$ cat src/rtl/eth_pkg.sv
// Shared Ethernet TX definitions: FSM states, FCS byte index width, CRC-32 constants.
package eth_pkg;

    typedef enum logic [2:0] {
        IDLE,
        DATA,
        PAD,
        FCS,
        IFG
    } fcs_state_e;

    localparam int          FCS_IDX_W  = 2;
    localparam logic [31:0] CRC_INIT   = 32'hFFFF_FFFF;
    localparam logic [31:0] CRC_XOROUT = 32'hFFFF_FFFF;
    localparam logic [31:0] CRC_POLY_R = 32'hEDB8_8320;

    // One byte through the reflected CRC-32 (LSB-first, shift right).
    function automatic logic [31:0] crc32_byte(input logic [31:0] c, input logic [7:0] d);
        logic [31:0] r;
        r = c ^ {24'd0, d};
        for (int i = 0; i < 8; i++)
            r = r[0] ? ((r >> 1) ^ CRC_POLY_R) : (r >> 1);
        return r;
    endfunction

endpackage

$ cat src/rtl/eth_tx_fcs_ctrl_if.sv
// Byte stream handshake: data/vld/last forward, rdy backward.
interface eth_tx_fcs_ctrl_if;
    logic [7:0] data;
    logic       vld;
    logic       last;
    logic       rdy;

    modport master (output data, vld, last, input rdy);
    modport slave  (input data, vld, last, output rdy);
endinterface

$ cat src/rtl/eth_tx_fcs_ctrl_crc32.sv
// Byte-serial CRC-32 engine. rst holds the register at the initial value; a
// byte strobed while rst is high is folded in starting from the initial value,
// so the first byte of a frame never loses a cycle.
module crc32
    import eth_pkg::*;
(
    input  logic        clk,
    input  logic        rst,
    input  logic        vld,
    input  logic [7:0]  data,
    output logic [31:0] crc
);

    logic [31:0] seed;
    assign seed = rst ? CRC_INIT : crc;

    // fold in a byte on strobe, otherwise hold or return to the initial value
    always_ff @(posedge clk) begin
        if (vld)      crc <= crc32_byte(seed, data);
        else if (rst) crc <= CRC_INIT;
    end

endmodule

$ cat src/rtl/eth_tx_fcs_ctrl.sv
// Ethernet TX FCS controller: passes payload through, optionally pads to a
// minimum length, appends the CRC-32 FCS LSB first, then holds an IFG.
// Padding is compiled in only with ETH_TX_FCS_PAD_EN defined.
module eth_tx_fcs_ctrl
    import eth_pkg::*;
#(
    parameter int MIN_FRAME_LEN = 60,
    parameter int IFG_CYCLES    = 12
) (
    input  logic              clk,
    input  logic              rst_n,
    eth_tx_fcs_ctrl_if.slave  s,
    eth_tx_fcs_ctrl_if.master m
);

    if (MIN_FRAME_LEN < 1 || MIN_FRAME_LEN > 2047 || IFG_CYCLES < 0 || IFG_CYCLES > 65535) begin : g_bad_param
        $error("eth_tx_fcs_ctrl: parameter out of range");
    end

    localparam logic [15:0] IFG_LAST = 16'(IFG_CYCLES - 1);

    fcs_state_e           state;
    logic [31:0]          crc;
    logic [31:0]          fcs_q;
    logic [FCS_IDX_W-1:0] fcs_idx;
    logic                 fcs_ld;
    logic [15:0]          ifg_cnt;
    logic                 s_xfer, m_xfer, feed;

    assign s_xfer = s.vld & s.rdy;
    assign m_xfer = m.vld & m.rdy;
    // payload and pad bytes enter the CRC on their output transfer
    assign feed   = rst_n & m_xfer & (state == IDLE || state == DATA || state == PAD);

    crc32 u_crc (
        .clk  (clk),
        .rst  (~rst_n | (state == IDLE)),
        .vld  (feed),
        .data (m.data),
        .crc  (crc)
    );

`ifdef ETH_TX_FCS_PAD_EN
    localparam logic [10:0] MIN_LEN = 11'(MIN_FRAME_LEN);
    logic [10:0] cnt, cnt_base, cnt_inc;
    assign cnt_base = (state == IDLE) ? 11'd0 : cnt;
    assign cnt_inc  = (&cnt_base) ? cnt_base : cnt_base + 11'd1;

    // frame byte counter: restarts per frame, saturates at 2047
    always_ff @(posedge clk) begin
        if (!rst_n)             cnt <= '0;
        else if (feed)          cnt <= cnt_inc;
        else if (state == IDLE) cnt <= '0;
    end
`endif

    // output muxing; reset forces plain pass-through so nothing partial leaks
    always_comb begin
        s.rdy  = 1'b0;
        m.vld  = 1'b0;
        m.data = 8'h00;
        m.last = 1'b0;
        if (!rst_n) begin
            s.rdy  = m.rdy;
            m.vld  = s.vld;
            m.data = s.data;
        end else begin
            case (state)
                IDLE, DATA: begin
                    s.rdy  = m.rdy;
                    m.vld  = s.vld;
                    m.data = s.data;
                end
`ifdef ETH_TX_FCS_PAD_EN
                PAD: m.vld = 1'b1;
`endif
                FCS: begin
                    m.vld  = ~fcs_ld;
                    m.data = fcs_q[{fcs_idx, 3'b000} +: 8];
                    m.last = ~fcs_ld & (&fcs_idx);
                end
                default: ;
            endcase
        end
    end

    // frame sequencing; FCS spends one cycle latching the final CRC
    always_ff @(posedge clk) begin
        if (!rst_n) begin
            state   <= IDLE;
            fcs_q   <= '0;
            fcs_idx <= '0;
            fcs_ld  <= 1'b0;
            ifg_cnt <= '0;
        end else begin
            case (state)
                IDLE, DATA: begin
                    if (s_xfer) begin
                        if (s.last) begin
                            fcs_ld  <= 1'b1;
                            fcs_idx <= '0;
`ifdef ETH_TX_FCS_PAD_EN
                            state   <= (cnt_inc < MIN_LEN) ? PAD : FCS;
`else
                            state   <= FCS;
`endif
                        end else begin
                            state <= DATA;
                        end
                    end
                end
`ifdef ETH_TX_FCS_PAD_EN
                PAD: begin
                    if (m_xfer && cnt_inc >= MIN_LEN) begin
                        state  <= FCS;
                        fcs_ld <= 1'b1;
                    end
                end
`endif
                FCS: begin
                    if (fcs_ld) begin
                        fcs_q  <= crc ^ CRC_XOROUT;
                        fcs_ld <= 1'b0;
                    end else if (m_xfer) begin
                        if (&fcs_idx) begin
                            state   <= (IFG_CYCLES == 0) ? IDLE : IFG;
                            fcs_idx <= '0;
                            ifg_cnt <= '0;
                        end else begin
                            fcs_idx <= fcs_idx + 1'b1;
                        end
                    end
                end
                IFG: begin
                    if (ifg_cnt == IFG_LAST) state   <= IDLE;
                    else                     ifg_cnt <= ifg_cnt + 16'd1;
                end
                default: state <= IDLE;
            endcase
        end
    end

endmodule

$ cat src/flat_wrapper.sv
// flat-port wrapper written by rule: the top's interface ports become plain ports
module eth_tx_fcs_ctrl_flat import eth_pkg::*;
#(
    parameter int MIN_FRAME_LEN = 60,
    parameter int IFG_CYCLES    = 12
)
  (clk, rst_n, s_data, s_vld, s_last, s_rdy, m_data, m_vld, m_last, m_rdy);
  eth_tx_fcs_ctrl_if s_i ();
  eth_tx_fcs_ctrl_if m_i ();
  input  logic clk;
  input  logic rst_n;
  input wire logic [$bits(s_i.data)-1:0] s_data;
  input wire logic [$bits(s_i.vld)-1:0] s_vld;
  input wire logic [$bits(s_i.last)-1:0] s_last;
  output wire logic [$bits(s_i.rdy)-1:0] s_rdy;
  output wire logic [$bits(m_i.data)-1:0] m_data;
  output wire logic [$bits(m_i.vld)-1:0] m_vld;
  output wire logic [$bits(m_i.last)-1:0] m_last;
  input wire logic [$bits(m_i.rdy)-1:0] m_rdy;
  assign s_i.data = s_data;
  assign s_i.vld = s_vld;
  assign s_i.last = s_last;
  assign s_rdy = s_i.rdy;
  assign m_data = m_i.data;
  assign m_vld = m_i.vld;
  assign m_last = m_i.last;
  assign m_i.rdy = m_rdy;
  eth_tx_fcs_ctrl #(.MIN_FRAME_LEN(MIN_FRAME_LEN), .IFG_CYCLES(IFG_CYCLES)) u_core (.clk(clk), .rst_n(rst_n), .s(s_i), .m(m_i));
endmodule
$ cat config.mk
export PLATFORM = sky130hd
export DESIGN_NAME = eth_tx_fcs_ctrl_flat
export DESIGN_NICKNAME = d
export VERILOG_FILES = /design/src/rtl/eth_pkg.sv /design/src/rtl/eth_tx_fcs_ctrl_if.sv /design/src/rtl/eth_tx_fcs_ctrl_crc32.sv /design/src/rtl/eth_tx_fcs_ctrl.sv /design/src/flat_wrapper.sv
export SDC_FILE = /design/constraint.sdc
export NUM_CORES = 1
export LEC_CHECK = 0
export BUFFER_PORTS_ARGS = -buffer_cell sky130_fd_sc_hd__buf_4
export CELL_PAD_IN_SITES_DETAIL_PLACEMENT = 0
export CELL_PAD_IN_SITES_GLOBAL_PLACEMENT = 1
export CORE_MARGIN = 2
export CORE_UTILIZATION = 45
export CTS_CLUSTER_SIZE = 28
export DETAILED_ROUTE_END_ITERATION = 8
export GPL_TIMING_DRIVEN = 0
export PLACE_DENSITY = 0.8
export REMOVE_ABC_BUFFERS = 1
export SKIP_CTS_REPAIR_TIMING = 1
export SLEW_MARGIN = 10
export SYNTH_ARGS = -nofsm -noshare
export SYNTH_HDL_FRONTEND = slang
export SYNTH_SLANG_ARGS = --single-unit
$ cat constraint.sdc
create_clock -name clk -period 5.1 [get_ports clk]
set_input_delay 0.255 -clock clk [delete_from_list [all_inputs] [get_ports clk]]
set_output_delay 0.255 -clock clk [all_outputs]
set_load 0.02 [all_outputs]
---- Yosys cells after proc, flatten, opt, wreduce, memory -nomap -nowiden ----
Index checks and enable logic that the tools add are counted.
operators by class
  add/subtract/negate cells ............... 2
  eq/ne operators ......................... 12
  shift operators ......................... 1
  muxes and demuxes ....................... 39
  bitwise logic cells ..................... 18
  reduce and logical (&&, ||, !) cells .... 12
operator list
  cell                                                                      number
  32-bit two-way mux                                                        10
  13-bit NOT with 14-bit output                                             8
  16-bit two-way mux                                                        4
  32-bit NOT                                                                1
  16-bit case mux with 2 select lines                                       1
  32-bit by 6-bit variable part select with 8-bit output                    1
  32-bit by 8-bit XOR with 32-bit output                                    1
  16-bit by 1-bit adder with 16-bit output (second input constant)          1
  16-bit by 4-bit equality test with 1-bit output (second input constant)   1
  8-bit case mux with 2 select lines                                        1
  3-bit two-way mux                                                         5
  5-bit AND reduction                                                       3
  2-bit two-way mux                                                         6
  3-bit case mux with 3 select lines                                        1
  8-bit two-way mux                                                         1
  2-bit by 1-bit inequality test with 1-bit output (second input constant)  4
  1-bit two-way mux                                                         7
  3-bit by 2-bit equality test with 1-bit output (second input constant)    2
  2-bit inequality test (second input constant)                             3
  1-bit AND                                                                 5
  1-bit case mux with 2 select lines                                        2
  2-bit case mux with 2 select lines                                        1
  2-bit AND reduction                                                       2
  2-bit nonzero test                                                        2
  9 further kinds                                                           11
storage, ports and cells
  bits in registers ....................... 86
  output and inout bits ................... 11
  word-level logic and storage cells ...... 90

---- Depth between registers and ports, before layout ----
  word-level depth ........................ 22
  gate-level depth with buffers ........... 10
  gate-level depth less buffers ........... 8

---- Cells and area by module ----
Synthesis repeated with hierarchy kept, for this count alone.
second synthesis, totals
  cells, all modules ...................... 561
  area, all modules ....................... 4,830.9 um2
by module, submodules not included
  module           instances  cells an instance  area an instance (um2)  seq. area each (um2)
  eth_tx_fcs_ctrl  1          271                2,527.4                 1,081.0
  crc32            1          290                2,303.5                 640.6

---- Worst setup path after synthesis ----
Ideal clock, no wire load.
  path type ............................... register to register
  start point ............................. reg u_core.fcs_idx[0]
  end point ............................... reg u_core.u_crc.crc[22]
  arrival ................................. 2.823 ns
  required time ........................... 4.985 ns
  slack ................................... 2.162 ns
  cell stages (with the launch flop) ...... 9
  buffers on the path ..................... 1
  clock period less this slack ............ 2.938 ns
  cell sequence ........................... dfxtp_1 -> buf_6 -> mux4_1 -> a22o_2 -> xor2_2 -> xnor3_2 -> xnor2_1 -> or4_1 -> and3_1
RTL lines
  element                                                     RTL line                     text
  start: declaration                                          eth_tx_fcs_ctrl.sv:25        logic [FCS_IDX_W-1:0] fcs_idx;
  start signal: assignment                                    eth_tx_fcs_ctrl.sv:130       fcs_idx <= fcs_idx + 1'b1;
  32-bit by 6-bit variable part select with 8-bit output (*)  eth_tx_fcs_ctrl.sv:79        m.data = fcs_q[{fcs_idx, 3'b000} +: 8];
  8-bit case mux with 2 select lines (*)                      eth_tx_fcs_ctrl.sv:68        case (state)
  8-bit two-way mux (*)                                       eth_tx_fcs_ctrl.sv:63        if (!rst_n) begin
  net m_data[3]                                               flat_wrapper.sv:16           output wire logic [$bits(m_i.data)-1:0] m_data;
  32-bit by 8-bit XOR with 32-bit output (*)                  eth_pkg.sv:20                r = c ^ {24'd0, d};
  32-bit two-way mux (*) (5 in series)                        eth_pkg.sv:22                r = r[0] ? ((r >> 1) ^ CRC_POLY_R) : (r >> 1);
  13-bit NOT with 14-bit output (no source line)              n/a
  32-bit two-way mux (*)                                      eth_pkg.sv:22
  13-bit NOT with 14-bit output (no source line)              n/a
  32-bit two-way mux (*) (2 in series)                        eth_pkg.sv:22
  32-bit two-way mux (*)                                      eth_tx_fcs_ctrl_crc32.sv:19  if (vld) crc <= crc32_byte(seed, data);
  end signal: assignment                                      eth_tx_fcs_ctrl_crc32.sv:19
  end: declaration                                            eth_tx_fcs_ctrl_crc32.sv:11  output logic [31:0] crc
The timed path passes the listed nets; every way through them passes the cells marked *.
A chain may end at the register's enable or synchronous reset.

---- Final worst setup path ----
  start point ............................. reg u_core.fcs_idx[0]
  end point ............................... reg u_core.u_crc.crc[22]
between the ends
  cells in the longest elaborated chain, start to end .. 17
RTL lines
  element                                                     RTL line
  32-bit by 6-bit variable part select with 8-bit output (*)  eth_tx_fcs_ctrl.sv:79
  8-bit case mux with 2 select lines (*)                      eth_tx_fcs_ctrl.sv:68
  8-bit two-way mux (*)                                       eth_tx_fcs_ctrl.sv:63
  32-bit by 8-bit XOR with 32-bit output (*)                  eth_pkg.sv:20
  32-bit two-way mux (*) (2 in series)                        eth_pkg.sv:22
  13-bit NOT with 14-bit output (no source line)              n/a
  32-bit two-way mux (*)                                      eth_pkg.sv:22
  13-bit NOT with 14-bit output (no source line)              n/a
  32-bit two-way mux (*) (2 in series)                        eth_pkg.sv:22
  13-bit NOT with 14-bit output (no source line)              n/a
  32-bit two-way mux (*)                                      eth_pkg.sv:22
  13-bit NOT with 14-bit output (no source line)              n/a
  32-bit two-way mux (*) (2 in series)                        eth_pkg.sv:22
  32-bit two-way mux (*)                                      eth_tx_fcs_ctrl_crc32.sv:19
Every way passes the cells marked *; elsewhere a longest branch is shown, timed or not.

==> summary.txt <==
Run status
  – Status: completed

Critical path
  – RR Endpoint: u_core.u_crc.crc[22]
  – Reg-to-Reg Start: u_core.fcs_idx[0]
  – Cells on worst reg2reg path: 7
  – Worst Path Max Fanout: 11
  – Crit path kind: register to register
  – Crit path DAT: 3.83 ns
  – Crit path to: u_core.u_crc.crc[22]
  – Crit. Startpoint: u_core.fcs_idx[0]
  – Setup crit end kind: register
  – Worst setup SP type: register
  – Worst path required time: 5.35 ns
  – R2R setup slack: 1.52 ns

Placed design
  – Placement Cell Area: 4790 um^2
  – PortBufs: 23
  – Final GP Congestion: 0.791
  – Post-DP HPWL: 6.67 mm
  – Inst Count DP: 622

Final layout
  – Post-Layout Inst Area: 4990 um^2
  – Layout cell share with drive strength beyond 1: 0.139
  – Area of the multi-input gates: 2650 um^2
  – Reg area: 1720 um^2
  – Final non-filler cell total: 636
  – # diodes: 0
  – Final net count: 515
  – Layout overhead on the synthesized area: 9.61%
  – Fill count: 992

STA
  – Final period util: 0.703
  – Slew @ Worst Pin: 1.09 ns
  – Post-route setup TNS: 0 ns
  – Fmax: 279 MHz
  – Worst slew margin: 0.268
  – Max Clock Skew: 0.0164 ns
  – Hold violation total from the final report: 0
  – Final min period: 3.58 ns
  – Final setup viols: 0
  – RSZ-0062 raised after global routing: false
  – Max Slew Vio Count: 0

Route
  – Pre-Repair DR Iteration Count: 4
  – Vias: 3,527
  – Wire per inst: 15.6 um
  – DRC Markers: 0
  – Detail Route Antenna Nets: 0
  – WL final: 9.94 mm
  – Via density: 5.55
  – DRT iter0 DRCs: 156

Floorplan
  – Die height: 105 um
  – Rows: 36
  – Core ar.: 9820 um^2
  – Die Width: 105 um
  – # IOs: 24
  – Starting Density: 0.464
  – Die area: 10,900 um^2

CTS
  – Root Buffer: clkbuf_8
  – Maximum root-to-sink buffer count: 2
  – Clock transition at the registers of the reported paths: 0.09 ns
  – Num CTS Buffers: 9
  – CTS sink count: 86
  – Htree depth: 3
  – Worst-Skew Late Latency: 0.36 ns
  – CTS tree: built

Pwr
  – LEAKAGE: 2.11 nW
  – Peak supply drop: 0.165 mV
  – Pwr dens: 288 nW/um^2

Yosys
  – Synthesis Warnings: 0
  – Register bit count reported by yosys: 86
  – Most instantiated library cell after synthesis: dfxtp_1
  – Multiplexer share of the synthesized area: 0.0428
  – Ranking of synthesized cells by area: dfxtp_1 (38%), xnor2_1 (7.5%), o211a_1 (7.0%)
  – Synth Flop Type: dfxtp_1
  – Distinct cells, synth: 54
  – Post-synthesis adder-cell area fraction: 0.00549
  – Post-synth top cells: dfxtp_1 (86), nor2_1 (69), nand2_1 (46)
  – Syn Area/Cell: 9.21 um^2
  – XOR/XNOR share of the synthesized area: 0.152
  – Post-synthesis instance total: 495
  – Main combinational cell family by area after synthesis: compound AO/OA/AOI/OAI gates
  – Seq/Total Area, Yosys: 0.378
  – Leading area contributor after synthesis: dfxtp_1
  – Netlist Area Pre-Place: 4560 um^2
  – Post-synthesis compound-gate area fraction: 0.204
  – Yosys top cell area share: 0.378
  – Async SR Flop Fraction: 0
  – Post-synth EDFFs: 0
  – Post-Synth Simple-Gate Area: 0.172

Global route
  – Largest net degree at the start of global routing: 52
  – Vias in the first global route: 3,451
  – Global route total overflow: 0
  – Initial antenna violation count: 0
  – Gr usage total: 0.191
  – First-pass GRT wire length: 17.0 mm

Min path
  – HP Class: primary input to register

Run
  – Number of max-cap violations: 0
## through the flow
stage	hold WS, ns	total power [mW]	setup WS [ns]	utilization
6_report	0.184	1.44	1.52	0.509
3_5_place_dp	0.482	0.946	1.54	0.488
3_3_place_gp	0.474	0.937	0.126	0.480
2_1_floorplan	0.371	0.880	1.15	-
4_1_cts	0.181	1.45	1.51	0.509
5_1_grt	0.212	1.50	1.35	0.509
## worst min-delay path by stage
stage | startpoint | end | slack [ns] | cells past startpoint
finish | s_vld | u_core.state[0] | 0.18 | 3
global route | s_vld | u_core.state[0] | 0.21 | 3
CTS | s_vld | u_core.state[0] | 0.18 | 3
detailed placement | u_core.fcs_q[10] | u_core.fcs_q[10] | 0.48 | 1
global placement | u_core.fcs_q[10] | u_core.fcs_q[10] | 0.47 | 1
floorplan | rst_n | u_core.fcs_ld | 0.37 | 2
## critical path, stage by stage, from the launching register on
cell and delay [ns]:
dfxtp_1 0.83, mux4_1 0.63, a22o_2 0.26, xor2_2 0.49, xnor3_2 0.50, xnor2_1 0.16
or4_1 0.41, and3_1 0.18
## cell type report
class	count	area share
clock buffer	10	0.0256
clock inverter	4	0.0148
inverter	6	0.00451
multi-input combinational	370	0.530
sequential	86	0.345
tap	133	0.0333
timing repair buffer	27	0.0476
## logic make-up after synthesis
kind of cell | Yosys count
AND/OR/NAND/NOR | 172
flip-flops | 86
adder cells (fa/ha/maj) | 2
buffers and inverters | 39
XOR/XNOR | 65
multiplexers | 8
AO/OA/AOI/OAI | 123
## routing by layer
layer / part of all wire / global-route usage / vias to the layer above
met5: 0 / 0 / -
met4: 0.023 / 0.0829 / 0
met3: 0.031 / 0.0293 / 16
met2: 0.47 / 0.312 / 54
met1: 0.47 / 0.251 / 1688
li1: - / - / 1769
## report_power, final
part / internal (mW) / switching (mW)
Combinational: 0.0959 / 0.129
Sequential: 0.689 / 0.0169
Clock: 0.271 / 0.235
Total: 1.06 / 0.381
## flip-flops by register name, summed over array words and instances (netlist names)
| signal | cells |
|---|---|
| u_core.fcs_q | 32 |
| u_core.state | 3 |
| u_core.u_crc.crc | 32 |
| u_core.fcs_ld | 1 |
| u_core.ifg_cnt | 16 |
| u_core.fcs_idx | 2 |
## placed cells by master (no fill, tap or decap), types with 3 or more instances in the layout
cell type  synthesis  routed
dfxtp_1           86      86
nor2_1            69      68
nand2_1           46      46
xnor2_1           39      39
o211a_1           32      32
a21oi_1           31      31
buf_4              3      23
o21ai_0           20      20
nor3_1            18      18
xor2_1            13      13
clkbuf_8           1       9
o22a_1             7       7
and3_1             7       7
o2bb2ai_1          7       7
inv_1              6       6
xor2_2             6       6
nand4_1            6       6
nand3_1            6       6
mux4_2             4       4
a22o_1             4       4
mux4_1             4       4
xnor2_2            4       4
a22oi_2            3       3
o211ai_1           3       3
a21boi_0           3       3
and4_1             4       3
buf_8              0       3
Note: power is estimated with default switching activity, not from simulation.
